==> src/rtl/tmr_voter_seq_if.sv <==
`default_nettype none
// ============================================================================
//  Module   : tmr_voter_seq_if
//  Purpose  : Sample/vote/status bundle between the three datapath replicas,
//             the registered TMR voter and its supervisor.
//  Revision : 1.0  initial release
// ============================================================================
interface tmr_voter_seq_if #(
    parameter int WIDTH = 20,
    parameter int CNT_W = 8
);
    logic             in_valid;
    logic [WIDTH-1:0] a;
    logic [WIDTH-1:0] b;
    logic [WIDTH-1:0] c;
    logic             clr_faults;
    logic             out_valid;
    logic [WIDTH-1:0] v;
    logic [1:0]       error;
    logic             multi_fail;
    logic [2:0]       fault_mask;
    logic [CNT_W-1:0] err_cnt_a;
    logic [CNT_W-1:0] err_cnt_b;
    logic [CNT_W-1:0] err_cnt_c;

    // Producer/supervisor side
    modport master (
        output in_valid, a, b, c, clr_faults,
        input  out_valid, v, error, multi_fail, fault_mask,
        input  err_cnt_a, err_cnt_b, err_cnt_c
    );

    // Voter side
    modport slave (
        input  in_valid, a, b, c, clr_faults,
        output out_valid, v, error, multi_fail, fault_mask,
        output err_cnt_a, err_cnt_b, err_cnt_c
    );
endinterface
`default_nettype wire

==> src/rtl/tmr_voter_seq.sv <==
`default_nettype none
// ============================================================================
//  Module   : tmr_voter_seq
//  Purpose  : Registered TMR voter with per-channel fault tracking. A channel
//             that is the minority FAULT_THRESH times in a row is retired
//             (sticky) and the voter degrades to duplex comparison.
//  Revision : 1.0  initial release
// ============================================================================
module tmr_voter_seq #(
    parameter int WIDTH        = 20,
    parameter int FAULT_THRESH = 4,
    parameter int CNT_W        = 8
) (
    input  wire            clk,
    input  wire            rst_n,
    tmr_voter_seq_if.slave bus
);

    localparam logic [CNT_W-1:0] c_thresh = CNT_W'(FAULT_THRESH);
    localparam logic [CNT_W-1:0] c_one    = CNT_W'(1);
    localparam logic [CNT_W-1:0] c_max    = '1;

    logic             r_out_valid;
    logic [WIDTH-1:0] r_v;
    logic [1:0]       r_error;
    logic             r_multi_fail;
    logic [2:0]       r_fault_mask;
    logic [CNT_W-1:0] r_cnt    [3];
    logic [CNT_W-1:0] r_streak [3];

    logic [2:0]       w_mask_eff;
    logic [CNT_W-1:0] w_cnt_eff [3];
    logic [CNT_W-1:0] w_str_eff [3];
    logic [WIDTH-1:0] w_v_nxt;
    logic [1:0]       w_err_nxt;
    logic             w_mf_nxt;
    logic [2:0]       w_mask_nxt;
    logic [CNT_W-1:0] w_cnt_nxt [3];
    logic [CNT_W-1:0] w_str_nxt [3];

    logic             w_eq_ab;
    logic             w_eq_ac;
    logic             w_eq_bc;
    logic [WIDTH-1:0] w_majority;
    logic             w_min_hit;
    logic [1:0]       w_min_idx;
    logic [WIDTH-1:0] w_min_val;

    assign w_eq_ab    = (bus.a == bus.b);
    assign w_eq_ac    = (bus.a == bus.c);
    assign w_eq_bc    = (bus.b == bus.c);
    assign w_majority = (bus.a & bus.b) | (bus.a & bus.c) | (bus.b & bus.c);

    // Identify a single dissenting channel (index 0=A,1=B,2=C) and the value
    // the other two agree on; no hit when all agree or all disagree.
    always_comb begin
        w_min_hit = 1'b0;
        w_min_idx = 2'd0;
        w_min_val = bus.b;
        if (w_eq_ab && w_eq_bc) begin
            w_min_hit = 1'b0;
        end else if (w_eq_bc) begin
            w_min_hit = 1'b1;
            w_min_idx = 2'd0;
            w_min_val = bus.b;
        end else if (w_eq_ac) begin
            w_min_hit = 1'b1;
            w_min_idx = 2'd1;
            w_min_val = bus.a;
        end else if (w_eq_ab) begin
            w_min_hit = 1'b1;
            w_min_idx = 2'd2;
            w_min_val = bus.a;
        end
    end

    // Vote and status next-state. A clear pulse is applied first so that a
    // sample arriving in the same cycle is voted against the cleared state.
    always_comb begin
        w_mask_eff = bus.clr_faults ? 3'b000 : r_fault_mask;
        for (int i = 0; i < 3; i++) begin
            w_cnt_eff[i] = bus.clr_faults ? '0 : r_cnt[i];
            w_str_eff[i] = bus.clr_faults ? '0 : r_streak[i];
        end

        w_v_nxt    = r_v;
        w_err_nxt  = r_error;
        w_mf_nxt   = r_multi_fail;
        w_mask_nxt = w_mask_eff;
        for (int i = 0; i < 3; i++) begin
            w_cnt_nxt[i] = w_cnt_eff[i];
            w_str_nxt[i] = w_str_eff[i];
        end

        if (bus.in_valid) begin
            w_err_nxt = 2'd0;
            w_mf_nxt  = 1'b0;
            case (w_mask_eff)
                3'b000: begin
                    if (w_eq_ab && w_eq_bc) begin
                        w_v_nxt = bus.a;
                        for (int i = 0; i < 3; i++) begin
                            w_str_nxt[i] = '0;
                        end
                    end else if (w_min_hit) begin
                        w_v_nxt   = w_min_val;
                        w_err_nxt = w_min_idx + 2'd1;
                        for (int i = 0; i < 3; i++) begin
                            if (2'(i) == w_min_idx) begin
                                w_str_nxt[i] = (w_str_eff[i] == c_max) ? c_max : w_str_eff[i] + c_one;
                                w_cnt_nxt[i] = (w_cnt_eff[i] == c_max) ? c_max : w_cnt_eff[i] + c_one;
                                if (w_str_nxt[i] >= c_thresh) begin
                                    w_mask_nxt[i] = 1'b1;
                                end
                            end else begin
                                w_str_nxt[i] = '0;
                            end
                        end
                    end else begin
                        // No two channels agree: best-effort bitwise majority
                        w_v_nxt  = w_majority;
                        w_mf_nxt = 1'b1;
                    end
                end
                // Duplex: a disagreement cannot be attributed, so v holds
                3'b001: begin
                    if (w_eq_bc) w_v_nxt = bus.b;
                    else         w_mf_nxt = 1'b1;
                end
                3'b010: begin
                    if (w_eq_ac) w_v_nxt = bus.a;
                    else         w_mf_nxt = 1'b1;
                end
                3'b100: begin
                    if (w_eq_ab) w_v_nxt = bus.a;
                    else         w_mf_nxt = 1'b1;
                end
                // Two or more retired. Only one channel can retire per TMR
                // vote and duplex never retires, so this is unreachable in
                // practice; kept as a defined fallback.
                default: begin
                    w_mf_nxt = 1'b1;
                    if (!w_mask_eff[0])      w_v_nxt = bus.a;
                    else if (!w_mask_eff[1]) w_v_nxt = bus.b;
                    else if (!w_mask_eff[2]) w_v_nxt = bus.c;
                    else                     w_v_nxt = bus.a;
                end
            endcase
        end
    end

    // Output and status registers; one cycle of latency, async reset
    always_ff @(posedge clk or negedge rst_n) begin
        if (!rst_n) begin
            r_out_valid  <= 1'b0;
            r_v          <= '0;
            r_error      <= 2'd0;
            r_multi_fail <= 1'b0;
            r_fault_mask <= 3'b000;
            for (int i = 0; i < 3; i++) begin
                r_cnt[i]    <= '0;
                r_streak[i] <= '0;
            end
        end else begin
            r_out_valid  <= bus.in_valid;
            r_v          <= w_v_nxt;
            r_error      <= w_err_nxt;
            r_multi_fail <= w_mf_nxt;
            r_fault_mask <= w_mask_nxt;
            for (int i = 0; i < 3; i++) begin
                r_cnt[i]    <= w_cnt_nxt[i];
                r_streak[i] <= w_str_nxt[i];
            end
        end
    end

    assign bus.out_valid  = r_out_valid;
    assign bus.v          = r_v;
    assign bus.error      = r_error;
    assign bus.multi_fail = r_multi_fail;
    assign bus.fault_mask = r_fault_mask;
    assign bus.err_cnt_a  = r_cnt[0];
    assign bus.err_cnt_b  = r_cnt[1];
    assign bus.err_cnt_c  = r_cnt[2];

endmodule
`default_nettype wire

==> src/flat_wrapper.sv <==
// flat-port wrapper written by rule: the top's interface ports become plain ports
module tmr_voter_seq_flat 
#(
    parameter int WIDTH        = 20,
    parameter int FAULT_THRESH = 4,
    parameter int CNT_W        = 8
)
  (clk, rst_n, bus_in_valid, bus_a, bus_b, bus_c, bus_clr_faults, bus_out_valid, bus_v, bus_error, bus_multi_fail, bus_fault_mask, bus_err_cnt_a, bus_err_cnt_b, bus_err_cnt_c);
  tmr_voter_seq_if #(.WIDTH(WIDTH), .CNT_W(CNT_W)) bus_i ();
  input  wire clk;
  input  wire rst_n;
  input wire logic [$bits(bus_i.in_valid)-1:0] bus_in_valid;
  input wire logic [$bits(bus_i.a)-1:0] bus_a;
  input wire logic [$bits(bus_i.b)-1:0] bus_b;
  input wire logic [$bits(bus_i.c)-1:0] bus_c;
  input wire logic [$bits(bus_i.clr_faults)-1:0] bus_clr_faults;
  output wire logic [$bits(bus_i.out_valid)-1:0] bus_out_valid;
  output wire logic [$bits(bus_i.v)-1:0] bus_v;
  output wire logic [$bits(bus_i.error)-1:0] bus_error;
  output wire logic [$bits(bus_i.multi_fail)-1:0] bus_multi_fail;
  output wire logic [$bits(bus_i.fault_mask)-1:0] bus_fault_mask;
  output wire logic [$bits(bus_i.err_cnt_a)-1:0] bus_err_cnt_a;
  output wire logic [$bits(bus_i.err_cnt_b)-1:0] bus_err_cnt_b;
  output wire logic [$bits(bus_i.err_cnt_c)-1:0] bus_err_cnt_c;
  assign bus_i.in_valid = bus_in_valid;
  assign bus_i.a = bus_a;
  assign bus_i.b = bus_b;
  assign bus_i.c = bus_c;
  assign bus_i.clr_faults = bus_clr_faults;
  assign bus_out_valid = bus_i.out_valid;
  assign bus_v = bus_i.v;
  assign bus_error = bus_i.error;
  assign bus_multi_fail = bus_i.multi_fail;
  assign bus_fault_mask = bus_i.fault_mask;
  assign bus_err_cnt_a = bus_i.err_cnt_a;
  assign bus_err_cnt_b = bus_i.err_cnt_b;
  assign bus_err_cnt_c = bus_i.err_cnt_c;
  tmr_voter_seq #(.WIDTH(WIDTH), .FAULT_THRESH(FAULT_THRESH), .CNT_W(CNT_W)) u_core (.clk(clk), .rst_n(rst_n), .bus(bus_i));
endmodule
==> config.mk <==
export PLATFORM = sky130hd
export DESIGN_NAME = tmr_voter_seq_flat
export DESIGN_NICKNAME = d
export VERILOG_FILES = /design/src/rtl/tmr_voter_seq_if.sv /design/src/rtl/tmr_voter_seq.sv /design/src/flat_wrapper.sv
export SDC_FILE = /design/constraint.sdc
export NUM_CORES = 1
export LEC_CHECK = 0
export ABC_CLOCK_PERIOD_IN_PS = 1800
export BUFFER_PORTS_ARGS = -buffer_cell sky130_fd_sc_hd__buf_2
export CAP_MARGIN = 10
export CELL_PAD_IN_SITES_DETAIL_PLACEMENT = 1
export CELL_PAD_IN_SITES_GLOBAL_PLACEMENT = 2
export CORE_MARGIN = 2
export CORE_UTILIZATION = 31
export DETAILED_ROUTE_END_ITERATION = 7
export PLACE_DENSITY = 0.9
export SYNTH_ARGS = -nofsm -noshare
export SYNTH_HDL_FRONTEND = slang
export SYNTH_SLANG_ARGS = --single-unit
==> constraint.sdc <==
create_clock -name clk -period 1.8 [get_ports clk]
set_input_delay 0.27 -clock clk [delete_from_list [all_inputs] [get_ports clk]]
set_output_delay 0.27 -clock clk [all_outputs]
set_load 0.005 [all_outputs]
### Word-level counts from Yosys, hierarchy flattened

Index checks and enable logic that the tools add are counted.

* add/subtract/negate cells: 7
* magnitude comparators: 3
* equality and inequality tests: 17
* muxes and demuxes: 66
* bitwise logic cells: 5
* reductions and logical operators: 4

Operators with widths (count)
* $mux 20: 11
* $mux 24: 8
* $mux 8: 18
* $pmux 20 s4: 1
* $and 20x20->20: 3
* $eq 20x20->1: 3
* $add 8x1->8 const B: 6
* $eq 8x8->1 const B: 6
* $or 20x20->20: 2
* $ge 8x3->1 const B: 3
* $mux 1: 15
* $mux 3: 5
* $mux 2: 7
* $ne 2x1->1 const B: 3
* $pmux 1 s4: 1
* $reduce_and 4->1: 1
* $eq 3x1->1 const B: 1
* $eq 3x2->1 const B: 1
* $eq 3x3->1 const B: 1
* $logic_not 3->1: 1
* $add 2x1->2 const B: 1
* $eq 1x2->1 const A: 1
* $eq 2x2->1 const A: 1
* $logic_not 2->1: 1
* $logic_and 1x1->1: 1

* register bits after elaboration: 75

### Longest topological paths before layout

* depth after elaboration: 11
* mapped depth: 15
* mapped depth without buffers: 13

### Worst setup path before layout

No wires, ideal clock.

* kind: input -> register
* start: input bus_c[13]
* end: register u_core.r_streak[15] (netlist bit)
* library setup time: 0.078 ns
* data arrival time: 2.533 ns
* required time: 1.722 ns
* path slack: -0.811 ns
* stages: 13
* buffers on the path: 3
* cell sequence: ha_1 > nor4_1 > nand3_1 > nor2_1 > clkbuf_2 > nand2_1 > inv_1 > ha_1 > clkbuf_1 > and4_1 > buf_4 > o21ai_0 > a21oi_1

RTL lines
* start, declared: RTL line flat_wrapper.sv:15 `input wire logic [$bits(bus_i.c)-1:0] bus_c;`
* end signal, assigned by index: RTL line tmr_voter_seq.sv:172 `r_streak[i] <= w_str_nxt[i];`
* end, declared: RTL line tmr_voter_seq.sv:29 `logic [CNT_W-1:0] r_streak [3];`

==> results_dict.tcl <==
set metrics [dict create \
    fmax_mhz 401 \
    grt_first_pass_wirelength_um 59000 \
    cp_cell_sequence "buf_4 > ha_4 > nor4_4 > nand2_1 > or2_4 > nand3_4 > ha_4 > buf_6 > buf_6 > nand4_1 > nor3_2 > mux2i_1 > nor2_1" \
    slew_viol_final 0 \
    insertion_delay_ps 360 \
    critPathKind "input port to flop" \
    clkPwrFrac_pct 39.1 \
    track_usage_pct 31.9 \
    cts_buffers 9 \
    setup_ws_ps -692 \
    gr-total-overflow 0 \
    wire_per_inst_um 28.3 \
    dp.cells 1398 \
    rsz0062_at_grt "true" \
    powerDensity_nw_per_um2 436 \
    skew_ps 14.9 \
    ios 115 \
    start_util_pct 31.6 \
    synth_edf_count 0 \
    h-tree-depth 3 \
    p_seq_share_pct 33.6 \
    port_buffers 114 \
    ys_seq_area_share_pct 27.1 \
    post-route-min-period_ps 2490 \
    r2r_cells 9 \
    p_sw_share_pct 29.9 \
    worstPathRequired_ps 2040 \
    dpl_cell_area_um2 9860 \
    hold_path.class "input port to flop" \
    crit_path_end_kind "flop" \
    relSlewSlack_pct 57.9 \
    final_layout_size_suffix_gt1_share_pct 51.1 \
    finalInstanceArea_um2 12200 \
    power.leakage_nw 5.21 \
    antenna_found_initial 2 \
    root_buffer "clkbuf_16" \
    chipHeight_um 153 \
    numClockSinks 75 \
    drt_iter0_markers 837 \
    outcome "complete, but fails checks" \
    postRouteAntennaNets 0 \
    vias_per_cell 6.47 \
    syn_area_um2 6920 \
    p_sw_w 0.00158 \
    arrival_ps 2730 \
    max_stage_delay_ps 360 \
    wirelength_um 41800 \
    routed-via-count 9563 \
    maxCapViolCount 0 \
    synth_warnings 0 \
    die_width_um 153 \
    yosys_most_used_dff "dfrtp_1" \
    dp_hpwl_um 22400 \
    std_cell_rows 54 \
    grt_pass1_vias 9997 \
    clockBufferDepth 2 \
    violations "negative setup slack" \
    grt_max_degree 36 \
    yosys_register_bits 75 \
    drc 0 \
    ys_types 69 \
    syn_inst 863 \
    fin_cells 1478 \
    core-area_um2 21900 \
    area_growth_pct 75.7 \
    pwr-share-comb_pct 27.3 \
    vdd_drop_max_uv 395 \
    setup_viol 74 \
    fin_crit_sh_pct 138 \
    clk_pin_slew_worst_paths_ps 60 \
    dr.pass1.iters 5 \
    async_reset_ff_share_pct 100 \
    worst_slew_pin_slew_ps 631 \
    syn-num-nets 993 \
    finalWeightedCongestion 0.916 \
    cpMaxStageDelayCell "or2_4" \
    hold_depth 1 \
    p_int_w 0.00372 \
    cts_tree "done" \
    path_max_fanout 6 \
    layout.nets 1323 \
    startpoint_type "input port" \
    hold_viol_final 0 \
    dieArea_um2 23500 \
    whs_ps 173 \
    syn_avg_cell_area_um2 8.02 \
]
what timing repair did:
item	in CTS	in global routing
hold buffers	1	0
setup buffers	37	27
pin swaps	71	61
hold endpoints to repair	21	0
setup endpoints to repair	74	74
gates resized for setup	181	107
cloned	9	1
worst max-delay path: cells and delay by family:
family	cells	cell delay [ps]
buffers and inverters	3	320
and+or+nand+nor	7	1450
muxes	1	220
adders and majority gates	2	460
layer usage:
metal  global-route usage, %  wire [um]  up-vias
li1                        -          -     3933
met1                    36.1      14700     4708
met2                    55.5      20600      652
met3                    5.90       3140      270
met4                    19.7       3310        0
met5                       0          0        -
state kept, by name, indices dropped and copies added (netlist names):
| register | cells |
|---|---|
| u_core.r_streak | 24 |
| u_core.bus.v | 20 |
| u_core.bus.err_cnt_a | 8 |
| u_core.bus.err_cnt_b | 8 |
| u_core.bus.err_cnt_c | 8 |
| u_core.bus.fault_mask | 3 |
| u_core.bus.error | 2 |
| u_core.bus.multi_fail | 1 |
| u_core.bus.out_valid | 1 |
cell families after synthesis:
kind of cell               Yosys count  share of synthesized area (%)
adders and majority gates           67                           12.1
AOI/OAI and AO/OA                  271                           25.6
buffers and inverters               71                           5.24
DFF                                 75                           27.1
xor gates and xnor gates            13                           1.64
and+or+nand+nor                    354                           26.6
muxes                               12                           1.73
layout by cell type (no fill, tap or decap), types with 10 or more instances in the layout:
cell / instances
o221ai_1: 13
mux2i_1: 11
o21ai_0: 23
nor2_1: 68
dfrtp_1: 74
a21oi_1: 72
o21ai_2: 11
buf_4: 194
nand4_1: 19
a22oi_1: 19
or4_1: 10
ha_4: 55
o31a_1: 14
nor3_1: 26
nor2b_1: 46
o32ai_1: 13
ha_1: 11
nand2_1: 54
nor3_2: 11
nand2b_1: 15
nor4_4: 14
a21oi_2: 23
buf_2: 93
buf_12: 16
buf_6: 62
path summary, 6_finish.rpt:
check                           slack, ps                      from                      end
worst max-delay path                 -690                  bus_b[2]  u_core.bus.err_cnt_a[4]
worst min-delay path                  170              bus_in_valid     u_core.bus.out_valid
worst max register to register       -490  u_core.bus.fault_mask[0]         u_core.bus.v[18]
worst min register to register        510          u_core.bus.v[16]         u_core.bus.v[16]
max in group asynchronous             730                     rst_n       u_core.r_streak[4]
min in group asynchronous             380                     rst_n         u_core.bus.v[15]
Yosys cell counts, drive strengths merged, types with 17 or more instances:
library cell / count / area [um^2]
nand4: 19 / 119
nand3: 20 / 118
buf: 31 / 210
ha: 66 / 826
o21ai: 43 / 215
clkbuf: 30 / 115
a21oi: 98 / 490
nor4: 17 / 106
nor2: 78 / 293
nor3: 40 / 210
dfrtp: 75 / 1880
nand2: 71 / 269
nor2b: 48 / 300
a22oi: 20 / 150
layout make-up:
type                       count  area, um^2
multi-input combinational    719        6380
timing repair buffer         378        3200
inverter                      10        37.5
fill                        2429        9720
clock inverter                 2        60.1
sequential                    75        1880
clock buffer                  12         256
tap                          280         350
antenna                        2        5.00
power by group through the flow:
stage / clock network (W) / logic [W] / registers [W]
finish: 0.00207 / 0.00145 / 0.00178
floorplan: 0 / 0.000332 / 0.00180
global route: 0.00216 / 0.00150 / 0.00178
CTS: 0.00207 / 0.00125 / 0.00177
global placement: 0 / 0.000944 / 0.00179
detailed placement: 0 / 0.000972 / 0.00180
metrics by stage:
stage | setup slack [ps] | total power (W) | utilization, % | TNS [ps]
2_1_floorplan | -492 | 0.00213 | - | -24560
6_report | -692 | 0.00530 | 55.6 | -38020
5_1_grt | -708 | 0.00544 | 55.6 | -39530
3_5_place_dp | -1130 | 0.00277 | 45.1 | -68700
3_3_place_gp | -1000 | 0.00274 | 45.1 | -66050
4_1_cts | -518 | 0.00508 | 52.7 | -27490
(Power assumes the default switching activity.)
